[config.mk]
export PLATFORM = sky130hd
export DESIGN_NAME = fetch_unit
export DESIGN_NICKNAME = d
export VERILOG_FILES = /design/src/rtl/pipe_pkg.sv /design/src/rtl/fetch_unit.sv
export SDC_FILE = /design/constraint.sdc
export NUM_CORES = 1
export LEC_CHECK = 0
export ABC_AREA = 1
export CAP_MARGIN = 0
export CORE_MARGIN = 2
export CORE_UTILIZATION = 40
export DETAILED_ROUTE_END_ITERATION = 8
export PLACE_DENSITY = 0.77
export SETUP_SLACK_MARGIN = 0.4
export SLEW_MARGIN = 40
export SYNTH_ARGS = -nofsm -noshare
export SYNTH_HDL_FRONTEND = slang
export SYNTH_SLANG_ARGS = --single-unit
[constraint.sdc]
create_clock -name clk -period 4.57 [get_ports clk]
set_clock_uncertainty 0.1 [all_clocks]
set_input_delay 0.6855 -clock clk [delete_from_list [all_inputs] [get_ports clk]]
set_output_delay 0.6855 -clock clk [all_outputs]
set_load 0.01 [all_outputs]
[src/rtl/pipe_pkg.sv]
// Shared pipeline definitions: reset PC, bubble word, fetch FSM encoding.
// No logic; constants and types only.
// Imported by the IF-stage fetch unit.
package pipe_pkg;

  localparam logic [31:0] RESET_PC_DEF = 32'h0000_3000;
  localparam logic [31:0] NOP_WORD_DEF = 32'h0000_0000;

  typedef enum logic [1:0] {
    REQ  = 2'd0,
    WAIT = 2'd1,
    FULL = 2'd2
  } fetch_state_e;

  // Word-align a byte address.
  function automatic logic [31:0] word_align(input logic [31:0] a);
    return {a[31:2], 2'b00};
  endfunction

endpackage

[src/rtl/fetch_unit.sv]
// IF stage: owns the PC, fetches one word at a time over req/gnt/rvalid, holds it for ID.
// Latency: request, wait and full states give at least 3 cycles per instruction; outputs are registered.
// Backpressure: pc_en=0 holds the buffered word and PC; fetch_busy stalls IF/ID while nothing is buffered.
module fetch_unit
  import pipe_pkg::*;
#(
  parameter logic [31:0] RESET_PC = RESET_PC_DEF,
  parameter logic [31:0] NOP_WORD = NOP_WORD_DEF
) (
  input  logic        clk,
  input  logic        reset,
  input  logic        pc_en,
  input  logic        redirect,
  input  logic [31:0] redirect_pc,
  output logic        imem_req,
  output logic [31:0] imem_addr,
  input  logic        imem_gnt,
  input  logic        imem_rvalid,
  input  logic [31:0] imem_rdata,
  output logic [31:0] InstructionF,
  output logic [31:0] PCounter4F,
  output logic [31:0] PCounter8F,
  output logic        fetch_busy
);

  fetch_state_e state_q, state_d;
  logic [31:0]  pc_q, pc_d;
  logic [31:0]  ibuf_q, ibuf_d;
  logic         ibuf_valid_q, ibuf_valid_d;
  logic         kill_q, kill_d;
  logic         kill_set;
  logic         fire;
  logic         unused_redirect_lsb;

  // Hook for a future flush input: driving this while a response is pending discards it.
  assign kill_set = 1'b0;

  // Low address bits of the redirect target are forced to zero.
  assign unused_redirect_lsb = ^redirect_pc[1:0];

  // IF/ID captures the current F outputs only when ID advances and a word is buffered.
  assign fire = pc_en & ibuf_valid_q;

  // State registers with asynchronous active-low reset.
  always_ff @(posedge clk or negedge reset) begin
    if (!reset) begin
      state_q      <= REQ;
      pc_q         <= RESET_PC;
      ibuf_q       <= 32'h0;
      ibuf_valid_q <= 1'b0;
      kill_q       <= 1'b0;
    end else begin
      state_q      <= state_d;
      pc_q         <= pc_d;
      ibuf_q       <= ibuf_d;
      ibuf_valid_q <= ibuf_valid_d;
      kill_q       <= kill_d;
    end
  end

  // Next-state: issue request, wait for data, then hold it until ID takes it.
  always_comb begin
    state_d      = state_q;
    pc_d         = pc_q;
    ibuf_d       = ibuf_q;
    ibuf_valid_d = ibuf_valid_q;
    kill_d       = kill_q | kill_set;
    case (state_q)
      REQ: begin
        // A response arriving here is stale (e.g. from before reset) and is ignored.
        if (imem_gnt) state_d = WAIT;
      end
      WAIT: begin
        if (imem_rvalid) begin
          if (kill_q) begin
            kill_d  = 1'b0;
            state_d = REQ;
          end else begin
            ibuf_d       = imem_rdata;
            ibuf_valid_d = 1'b1;
            state_d      = FULL;
          end
        end
      end
      FULL: begin
        // The word leaving on a redirect fire is the delay slot; it is delivered regardless.
        if (fire) begin
          ibuf_valid_d = 1'b0;
          pc_d         = redirect ? word_align(redirect_pc) : pc_q + 32'd4;
          state_d      = REQ;
        end
      end
      default: state_d = REQ;
    endcase
  end

  // Request is masked while reset is held so nothing is issued before release.
  assign imem_req     = reset & (state_q == REQ);
  assign imem_addr    = pc_q;
  assign InstructionF = ibuf_valid_q ? ibuf_q : NOP_WORD;
  assign PCounter4F   = pc_q + 32'd4;
  assign PCounter8F   = pc_q + 32'd8;
  assign fetch_busy   = ~ibuf_valid_q;

endmodule

-- Yosys cells after proc, flatten, opt, wreduce, memory -nomap -nowiden
Index checks and enable logic that the tools add are counted.
- register bits after elaboration: 67
- bits of input ports: 70
- logic and storage cells: 29
- output and inout port bits: 130
- bitwise operators: 3
- eq/ne operators: 5
- muxes and demuxes: 9
- reductions and logical operators: 6
- add/sub/neg operators: 2
- operators by type and width (kind ; count):
    32-bit 2-to-1 mux ; 2
    32-bit by 3-bit adder with 32-bit output (second input constant) ; 1
    32-bit by 4-bit adder with 32-bit output (second input constant) ; 1
    2-bit 2-to-1 mux ; 3
    2-bit inequality test (second input constant) ; 3
    2-bit case mux with 3 select lines ; 1
    3-bit AND reduction ; 2
    2-bit AND reduction ; 2
    1-bit bitwise AND ; 2
    2-bit by 1-bit equality test with 1-bit output (second input constant) ; 1
    2-bit equality test (second input constant) ; 1
    2-bit zero test ; 1
    1-bit 2-to-1 mux ; 2
    1-bit case mux with 2 select lines ; 1
    2-bit nonzero test ; 1
    1-bit NOT ; 1

-- Logic depth before layout (Yosys ltp)
Gate-level depths: netlist of run 1.
- word-level depth: 3
- mapped depth: 10
- depth with buffers taken out: 10

-- Least setup slack after synthesis of run 1
Ideal clock, no wire load.
- kind: flip-flop to output port
- start point: register pc_q[4] (netlist: imem_addr[4])
- end point: output PCounter8F[25]
- required time: 3.784 ns
- stages on the path, launching flop included: 8
- path buffers: 0
- path slack: 2.171 ns
- arrival: 1.613 ns
- cells stage by stage: dfrtp_1 ha_1 inv_1 nor2_2 nand2_2 nor3_2 nand2_1 xor2_1
- word-level cells in the longest chain between the ends: 1
- ends and longest elaborated chain (item ; RTL line ; RTL):
    start: declaration ; fetch_unit.sv:27 ; logic [31:0] pc_q, pc_d;
    start signal: assignment ; fetch_unit.sv:54 ; pc_q <= pc_d;
    32-bit by 4-bit adder with 32-bit output ; fetch_unit.sv:102 ; assign PCounter8F = pc_q + 32'd8;
    end: declaration ; fetch_unit.sv:22 ; output logic [31:0] PCounter8F,
Every way passes these cells.

-- Worst setup path in the final report of run 1
- start point: register pc_q[2] (netlist: imem_addr[2])
- end point: output PCounter4F[28]
- word-level cells in the longest chain between the ends: 1
- ends and longest elaborated chain (item ; RTL line ; RTL):
    32-bit by 3-bit adder with 32-bit output ; fetch_unit.sv:101 ; assign PCounter4F = pc_q + 32'd4;
    end: declaration ; fetch_unit.sv:21 ; output logic [31:0] PCounter4F,
Every way passes these cells.

==> results of run 1 <==
==> sequential cells by signal, indices dropped and copies added, names as in the netlist <==
| signal | count |
|---|---|
| ibuf_q | 32 |
| imem_addr | 30 |
| state_q | 2 |
| ibuf_valid_q | 1 |
==> critical path, stage by stage (launching register included) <==
cell             delay [ns]
dfrtp_1                0.58
ha_1                   0.41
nand3_1                0.17
nor2_2                 0.26
nand2_1                0.13
inv_1                  0.14
nand3_1                0.12
nand2_1                0.10
clkdlybuf4s50_1        0.54
==> worst max path at each step <==
stage	startpoint	endpoint	slack [ns]	cells after the start
2_1_floorplan	imem_addr[4]	PCounter8F[25]	2.17	7
3_3_place_gp	imem_addr[2]	PCounter4F[30]	1.39	8
3_5_place_dp	imem_addr[2]	PCounter4F[30]	1.36	8
4_1_cts	imem_addr[2]	PCounter4F[30]	0.99	8
5_1_grt	imem_addr[2]	PCounter4F[28]	0.92	8
6_report	imem_addr[2]	PCounter4F[28]	1.02	8
==> cells in the final DEF, fill, tap and decap left out, drive strengths merged <==
master and instances:
clkdlybuf4s50 190, a211oi 1, o21ai 14, nor2 99
o22ai 4, dfrtp 63, bufinv 3, clkbuf 11
nor3 4, nand4 3, clkinvlp 1, nand3 34
xnor2 2, dfstp 2, nand3b 1, buf 4
inv 80, xor2 33, a21oi 16, nand2 304
clkinv 1, conb 6, ha 2, a31oi 1
==> final cells by class <==
class / instances / area, sq um
fillers: 1007 / 4110
multi-input cells: 524 / 2450
repair buffers: 194 / 1930
flip-flops and latches: 65 / 1630
inverters: 80 / 300
clock buffers: 11 / 243
well taps: 140 / 175
clock inverters: 5 / 103
==> cells by family after synthesis <==
family / count (synthesis)
AND/OR/NAND/NOR: 445
AO/OA/AOI/OAI: 36
adder cells (fa/ha/maj): 2
buffers and inverters: 112
XOR/XNOR: 35
other: 1
flip-flops: 65
==> per-stage QoR <==
stage	power [mW]	utilization (%)	hold slack [ns]	setup WS (ns)
6_report	4.68	62.5	0.198	1.02
5_1_grt	5.04	62.5	0.224	0.920
4_1_cts	4.73	62.5	0.207	0.992
3_5_place_dp	3.90	59.3	0.358	1.36
3_3_place_gp	3.87	59.3	0.353	1.39
2_1_floorplan	2.44	-	0.290	2.17
==> power by group <==
part	internal [mW]	switching (mW)	total, mW
clock network	0.547	0.261	0.808
logic	1.36	1.26	2.62
registers	0.858	0.392	1.25
==> layer usage <==
metal / track usage, % / up-vias
met2: 40.2 / 201
met5: 0 / -
met3: 7.35 / 29
met1: 26.1 / 2117
li1: - / 2440
met4: 11.2 / 0
==> out/qor.csv, run 1 <==
metric;value;unit
status;completed;
Hold Vio Cnt, Final;0;
LEAKAGE;3.34;nW
final WL;13.8;mm
most frequent cell after synthesis;nand2_1;
multiplexer area fraction after synthesis;0;%
Clock Pin Slew Worst Setup and Hold Paths;0.06;ns
Commonest cells post-synth;nand2_1 (290), inv_1 (76), nor2_1 (74);
GRT Residual Overflow;0;
post-CTS resize count;0;
share of the synthesized area in the top cell type;34.9;%
cell taking the most area after synthesis;dfrtp_1;
Initial Utilization;41.3;%
CP Capture Type;output pin;
placed insts;1003;
post-synthesis xor/xnor area fraction;6.79;%
Max-cap violations;0;
Final Cycle Share;77.7;%
Via Count;4787;
DR top layer;met4;
vias in the first global route;4603;
PwrDens;685;nW/um^2
Worst Tran Pin Value;0.795;ns
FMAX;282;MHz
router iterations before antenna repair;5;
crit path kind;register to output pin;
gr usage total;23.3;%
Area contributors post-synth;dfrtp_1 (35%), nand2_1 (24%), xor2_1 (6.4%), inv_1 (6.3%), nor2_1 (6.2%);
Die Height;110;um
Ports;200;
HPWL after DPL;10.5;mm
adder-cell share of the synthesized area;0.554;%
Syn Inst Count;696;
worst r2r dst;imem_addr[5];
Final nets;946;
Yosys warnings;0;
Root Driver;clkbuf_16;
Post-DP Area;6480;sq um
RSZ-0062 raised after global routing;no;
Post-CTS Hold Buffers;0;
library cells used by synthesis;29;
die width;110;um
Placement Rows;38;
Slew headroom;46.9;%
1st-iter DRT viols;286;
R2R Setup Slk;2.21;ns
initial antenna violation count;0;
Peak VDD IR;0.342;mV
# setup viols final;0;
Diodes inserted;0;
antenna viol nets, final;0;
crit path time final;3.55;ns
Slew Viols, Final;0;
Post-Syn Area;4520;sq um
DRC viols;0;
Synth Area in Compound Gates;4.27;%
Hold Path Class;primary input to async pin;
fraction of registers with async set/reset;100;%
Primary FF master, synth;dfrtp_1;
PortBufs;191;
#FFs+latches synth;65;
simple-gate share of the synthesized area;42.0;%
fin cells;1019;
H-tree levels;3;
CTS tree;built;
EDFF count, synth;0;
clock buffer depth;2;
setup TNS;0;ns
area delta synth->final;51.3;%
largest family of logic cells by synthesized area;simple AND/OR/NAND/NOR gates;
setup bufs post-CTS;0;
Via density;4.70;
WL met3;1.43;mm
clk sinks;65;
Worst Reg-to-Reg Cells;5;
WL met1;5.35;mm
Die Area;12200;sq um
largest net degree at the start of global routing;50;
critical path peak fanout;8;
Core ar.;10900;sq um
syn avg cell area;6.49;sq um
layout cells sized above 1;7.96;%
Seq/Total Area, Yosys;36.1;%
Skew-Pair Late Insertion Delay;0.33;ns
cts bufs inserted;9;
Reg-to-Reg Start;ibuf_valid_q;
Placer Congestion;0.957;
first-pass GRT wire length;21.9;mm
startpoint class of the critical path;register;
WL met2;6.52;mm
CP arrival;2.76;ns
Worst Path Required;3.78;ns
DR WL/cell;13.5;um
design area;6830;sq um
(Power assumes the default switching activity.)
==> inputs of run 2 (changes only) <==
- CORE_UTILIZATION: 40 -> 39
- PLACE_DENSITY: 0.77 -> 0.78
- clock period: 4.57 -> 3.2 ns (I/O delays scaled with it)
==> run 2 against run 1 <==
  * Clock power rose by 24%
  * Critical path depth fell by 2
  * Register-to-register slack worse by 0.99 ns
  * Hold slack gained 0.17 ns
  * Routed wire length grew 7.7%
  * First-iteration DRC count grew 23%
  * Sequential power is 37% higher
  * Non-clock buffer count is 33 higher
  * Global-route usage about the same
  * Highest routed layer unchanged
==> out/qor.csv, run 2 (synthesis results as in run 1) <==
metric;value;unit;change
Hold Vio Cnt, Final;0;;unchanged
Fill cells;1007;;unchanged
CP arrival;2.21;ns;-0.55 ns
Ports;200;;unchanged
HPWL after DPL;10.8;mm;+3.5%
fin worst setup slack;0.413;ns;-0.607 ns
first-pass GRT wire length;23.4;mm;+7.0%
Placement Rows;39;;+2.6%
DRC viols;0;;unchanged
PortBufs;191;;unchanged
Clock Pin Slew Worst Setup and Hold Paths;0.06;ns;about the same
antenna viol nets, final;0;;unchanged
largest net degree at the start of global routing;57;;+14%
critical path peak fanout;4;;-4
Via density;4.75;;+1.1%
largest reg by FF count;ibuf_q;;
startpoint class of the critical path;register;;
1st-iter DRT viols;351;;+23%
Worst Tran Pin Value;0.744;ns;-0.0516 ns
status;completed;;
sequential share of power;24.8;%;-1.9 points
router iterations before antenna repair;4;;-1
Slew headroom;50.4;%;+3.5 points
crit path time final;2.79;ns;
GRT Residual Overflow;0;;unchanged
Int Pwr;3.95;mW;+43%
Slew Viols, Final;0;;unchanged
crit path kind;register to output pin;;
Final nets;979;;+3.5%
area delta synth->final;59.9;%;
die width;112;um;+1.2%
vias in the first global route;4763;;+3.5%
final WL;14.9;mm;+7.7%
DR WL/cell;14.1;um;+4.1%
Hold Path Class;register to register;;
FMAX;359;MHz;
Tot Pwr;6.89;mW;+47%
Skew-Pair Late Insertion Delay;0.34;ns;about the same
layout cells sized above 1;14.9;%;+6.9 points
CP Capture Type;output pin;;
Final Cycle Share;87.1;%;
Peak VDD IR;0.517;mV;+51%
Post-Place Setup Slack;0.337;ns;-1.02 ns
LEAKAGE;3.73;nW;+12%
H-tree levels;3;;unchanged
Die Height;112;um;+1.2%
Diodes inserted;0;;unchanged
commonest non-fill, non-tap cell in the layout;nand2_1;;
Worst Path Required;2.62;ns;-1.16 ns
Root Driver;clkbuf_16;;
Clock Power Share;14.6;%;-2.7 points
Max-cap violations;0;;unchanged
gr usage total;23.4;%;+0.029 points
fin cells;1055;;+3.5%
initial antenna violation count;0;;unchanged
Sw Ratio;42.6;%;+1.7 points
placed insts;1013;;+1.0%
most frequent cells in the layout;nand2_1 (288), clkdlybuf4s50_1 (161), inv_1 (73);;
setup TNS;0;ns;unchanged
clk sinks;65;;unchanged
Initial Utilization;39.7;%;-1.6 points
Placer Congestion;0.885;;-7.5%
# setup viols final;0;;unchanged
PwrDens;955;nW/um^2;+39%
RSZ-0062 raised after global routing;yes;;
Comb pwr share;60.7;%;+4.7 points
Via Count;5011;;+4.7%
Die Area;12500;sq um;+2.5%
Layout Utilization;63.5;%;+1.0 points
clock buffer depth;2;;unchanged
CTS tree;built;;
Core ar.;11400;sq um;+4.0%
Largest register FFs;32;;unchanged
Psw;2.94;mW;+53%
cts bufs inserted;9;;unchanged
[run 2: cell count changes in the layout (fill, tap and decap cells not counted), sizes merged, moves of 2 or more]
cell | previous run | this run
dlygate4sd2 | 0 | 14
clkdlybuf4s50 | 190 | 161
dlymetal6s2s | 0 | 15
bufinv | 3 | 1
buf | 4 | 36
[run 2: timing repair]
item,in CTS,in global routing
hold buffers,1,0
resized for setup,51,30
hold endpoints to repair,9,0
setup endpoints to repair,45,27
buffers inserted,8,17
pin swaps,3,7
[run 2: routing by layer]
layer	global-route usage, %	up-vias	part of all wire (%)
li1	-	2496	-
met1	27.2	2275	40
met2	40.8	211	49
met3	7.02	29	8.6
met4	8.56	0	2.8
met5	0	-	0
[run 2: worst paths after layout]
path,start,endpoint,slack (ns),cells after the start
max in group asynchronous,reset,imem_addr[21],1.44,3
min in group asynchronous,reset,imem_addr[25],0.47,2
min reg2reg,ibuf_q[29],ibuf_q[29],0.37,2
min,ibuf_q[29],ibuf_q[29],0.37,2
max reg2reg,ibuf_valid_q,imem_addr[10],1.22,5
max,imem_addr[13],PCounter8F[22],0.41,6
[run 2: through the flow]
stage / hold slack (ns) / area, sq um
finish: 0.367 / 7220
global route: 0.395 / 7220
CTS: 0.373 / 7000
detailed placement: 0.285 / 6540
global placement: 0.282 / 6540
floorplan: 0.0844 / 4530
[run 2: critical path: stages (launching register included)]
cell	delay, ns
dfstp_2	0.59
nand2_2	0.11
nor2_4	0.15
nand2_1	0.12
nor2_1	0.18
xor2_1	0.17
clkdlybuf4s50_1	0.55
[run 2: layout make-up]
type                       instances  area, sq um  area share (%)
sequential                        65         1650            22.9
tap                              143          179            2.48
clock buffer                      10          229            3.17
inverter                          80          300            4.16
clock inverter                     6         67.6           0.936
multi-input combinational        524         2590            35.9
timing repair buffer             227         2200            30.5
[run 2: power by group through the flow]
stage	Clock, mW	Sequential (mW)	Combinational [mW]
6_report	1.00	1.71	4.18
5_1_grt	1.06	1.77	4.54
4_1_cts	1.01	1.72	4.03
3_5_place_dp	0	1.72	3.89
3_3_place_gp	0	1.72	3.84
2_1_floorplan	0	1.64	1.85
==> inputs of run 3 (changes only) <==
- CORE_MARGIN: 2 -> not set
==> run 3 against run 2 <==
  * Fmax is 2.4% lower
  * Register-to-register slack better by 0.15 ns
  * Via count down 0.56%
  * Die area fell by 3.6%
  * Sequential power is essentially flat
  * Sequential cell count stayed put
  * Final area is 0.83% lower
  * Critical endpoint is now PCounter4F[26]
  * Critical path depth up 3
  * Global-route usage is 1.9 points higher
  * First-iteration DRC count decreased by 9.4%
  * Highest routed layer unchanged
  * Largest cell class unchanged
  * Sequential share of layout area up 0.23 points
==> out/qor.csv, run 3 (synthesis results as in run 1) <==
metric;value;unit;change
status;completed;;
setup TNS;0;ns;unchanged
Fill cells;959;;-4.8%
router iterations before antenna repair;5;;+1
Diodes inserted;0;;unchanged
antenna viol nets, final;0;;unchanged
Layout Utilization;64.6;%;+1.1 points
GRT Residual Overflow;0;;unchanged
LEAKAGE;3.72;nW;-0.26%
first-pass GRT wire length;23.1;mm;-1.2%
CP arrival;2.27;ns;+0.06 ns
Largest register FFs;32;;unchanged
Placer Congestion;0.903;;+2.0%
Worst Path Required;2.62;ns;about the same
initial antenna violation count;0;;unchanged
Max-cap violations;0;;unchanged
area delta synth->final;58.6;%;
DR WL/cell;13.9;um;-1.4%
HPWL after DPL;10.7;mm;-1.2%
largest reg by FF count;ibuf_q;;
clock buffer depth;2;;unchanged
Via density;4.78;;+0.59%
crit path time final;2.85;ns;+0.0681 ns
Root Driver;clkbuf_16;;
CTS tree;built;;
PwrDens;949;nW/um^2;-0.57%
Hold Path Class;primary input to async pin;;
RSZ-0062 raised after global routing;yes;;
Ports;200;;unchanged
Die Area;12000;sq um;-3.6%
most frequent cells in the layout;nand2_1 (288), clkdlybuf4s50_1 (162), inv_1 (73);;
FMAX;350;MHz;-2.4%
Clock Pin Slew Worst Setup and Hold Paths;0.06;ns;about the same
# setup viols final;0;;unchanged
PortBufs;191;;unchanged
gr usage total;25.3;%;+1.9 points
vias in the first global route;4743;;-0.42%
Final nets;970;;-0.92%
largest net degree at the start of global routing;46;;-19%
Peak VDD IR;0.510;mV;-1.4%
Worst Tran Pin Value;0.797;ns;+0.0535 ns
cts bufs inserted;9;;unchanged
1st-iter DRT viols;318;;-9.4%
Skew-Pair Late Insertion Delay;0.33;ns;about the same
layout cells sized above 1;14.0;%;-0.96 points
Slew Viols, Final;0;;unchanged
clk sinks;65;;unchanged
Post-CTS Hold Buffers;0;;-1
Core ar.;11100;sq um;-2.6%
Placement Rows;38;;-2.6%
Hold Vio Cnt, Final;0;;unchanged
commonest non-fill, non-tap cell in the layout;nand2_1;;
H-tree levels;3;;unchanged
R2R Setup Slk;1.37;ns;+0.15 ns
CP Capture Type;output pin;;
Initial Utilization;40.8;%;+1.0 points
DRC viols;0;;unchanged
die width;110;um;-1.8%
Final Cycle Share;89.2;%;+2.1 points
startpoint class of the critical path;register;;
final WL;14.5;mm;-2.5%
critical path peak fanout;5;;+1
Slew headroom;46.8;%;-3.6 points
Via Count;4983;;-0.56%
crit path kind;register to output pin;;
Die Height;110;um;-1.8%
==> run 3: cell types whose count changed in the layout (fill, tap and decap cells not counted), moves of 2 or more <==
cell / change
dlygate4sd2_1: -4
dfrtp_2: +2
clkinvlp_4: -2
clkbuf_1: +2
buf_4: -9
dfrtp_1: -2
dlymetal6s2s_1: +3
==> run 3: repair_timing <==
| action | CTS | global route |
|---|---|---|
| buffers inserted | 8 | 9 |
| hold endpoints to repair | 0 | 0 |
| pin swaps | 0 | 3 |
| resized for setup | 40 | 41 |
| cloned | 0 | 0 |
| endpoints found under the setup margin | 45 | 32 |
==> run 3: where the power goes <==
group          internal (mW)  total (mW)  switching [mW]
Combinational           2.07        4.11            2.04
Sequential              1.25        1.71           0.454
Clock                  0.623       0.979           0.356
Total                   3.95        6.80            2.85
==> run 3: final timing paths <==
path                                    from             end  cells past startpoint
worst max register to register  imem_addr[3]   imem_addr[18]                      9
worst max-delay path            imem_addr[3]  PCounter4F[26]                      9
worst min-delay path                   reset   imem_addr[27]                      2
min in group clk                  ibuf_q[31]      ibuf_q[31]                      2
max in group asynchronous              reset   imem_addr[12]                      3
worst min register to register    ibuf_q[31]      ibuf_q[31]                      2
==> run 3: stage by stage <==
stage / instances / cell area (sq um) / setup slack (ns) / hold slack [ns] / power (mW)
2_1_floorplan: 701 / 4530 / 1.01 / 0.0844 / 3.49
6_report: 1043 / 7160 / 0.345 / 0.178 / 6.80
3_3_place_gp: 1010 / 6540 / 0.369 / 0.354 / 5.55
4_1_cts: 1034 / 6980 / 0.314 / 0.192 / 6.75
5_1_grt: 1043 / 7160 / 0.228 / 0.214 / 7.30
3_5_place_dp: 1010 / 6540 / 0.309 / 0.361 / 5.60
==> run 3: layout make-up <==
cell class | count | area (sq um) | area share [%]
well taps | 140 | 175 | 2.45
inverters | 80 | 300 | 4.19
flip-flops and latches | 65 | 1650 | 23.1
repair buffers | 218 | 2150 | 30.1
clock buffers | 13 | 250 | 3.49
clock inverters | 3 | 40.0 | 0.559
multi-input cells | 524 | 2590 | 36.1
==> run 3: layer usage <==
| metal | track usage, % | vias to the layer above | routed length, um |
|---|---|---|---|
| li1 | - | 2493 | - |
| met1 | 29.8 | 2244 | 5620 |
| met2 | 43.5 | 224 | 6960 |
| met3 | 6.52 | 22 | 1500 |
| met4 | 10.6 | 0 | 402 |
| met5 | 0 | - | 0 |
==> run 3: critical path, stage by stage, from the launching register on <==
cell and delay [ns]:
dfrtp_2 0.43, buf_12 0.12, ha_4 0.16, nand2_1 0.11, nor2_4 0.14, nand2_2 0.14, inv_2 0.10, nand3_1 0.10
nand2_1 0.09, clkdlybuf4s50_1 0.54
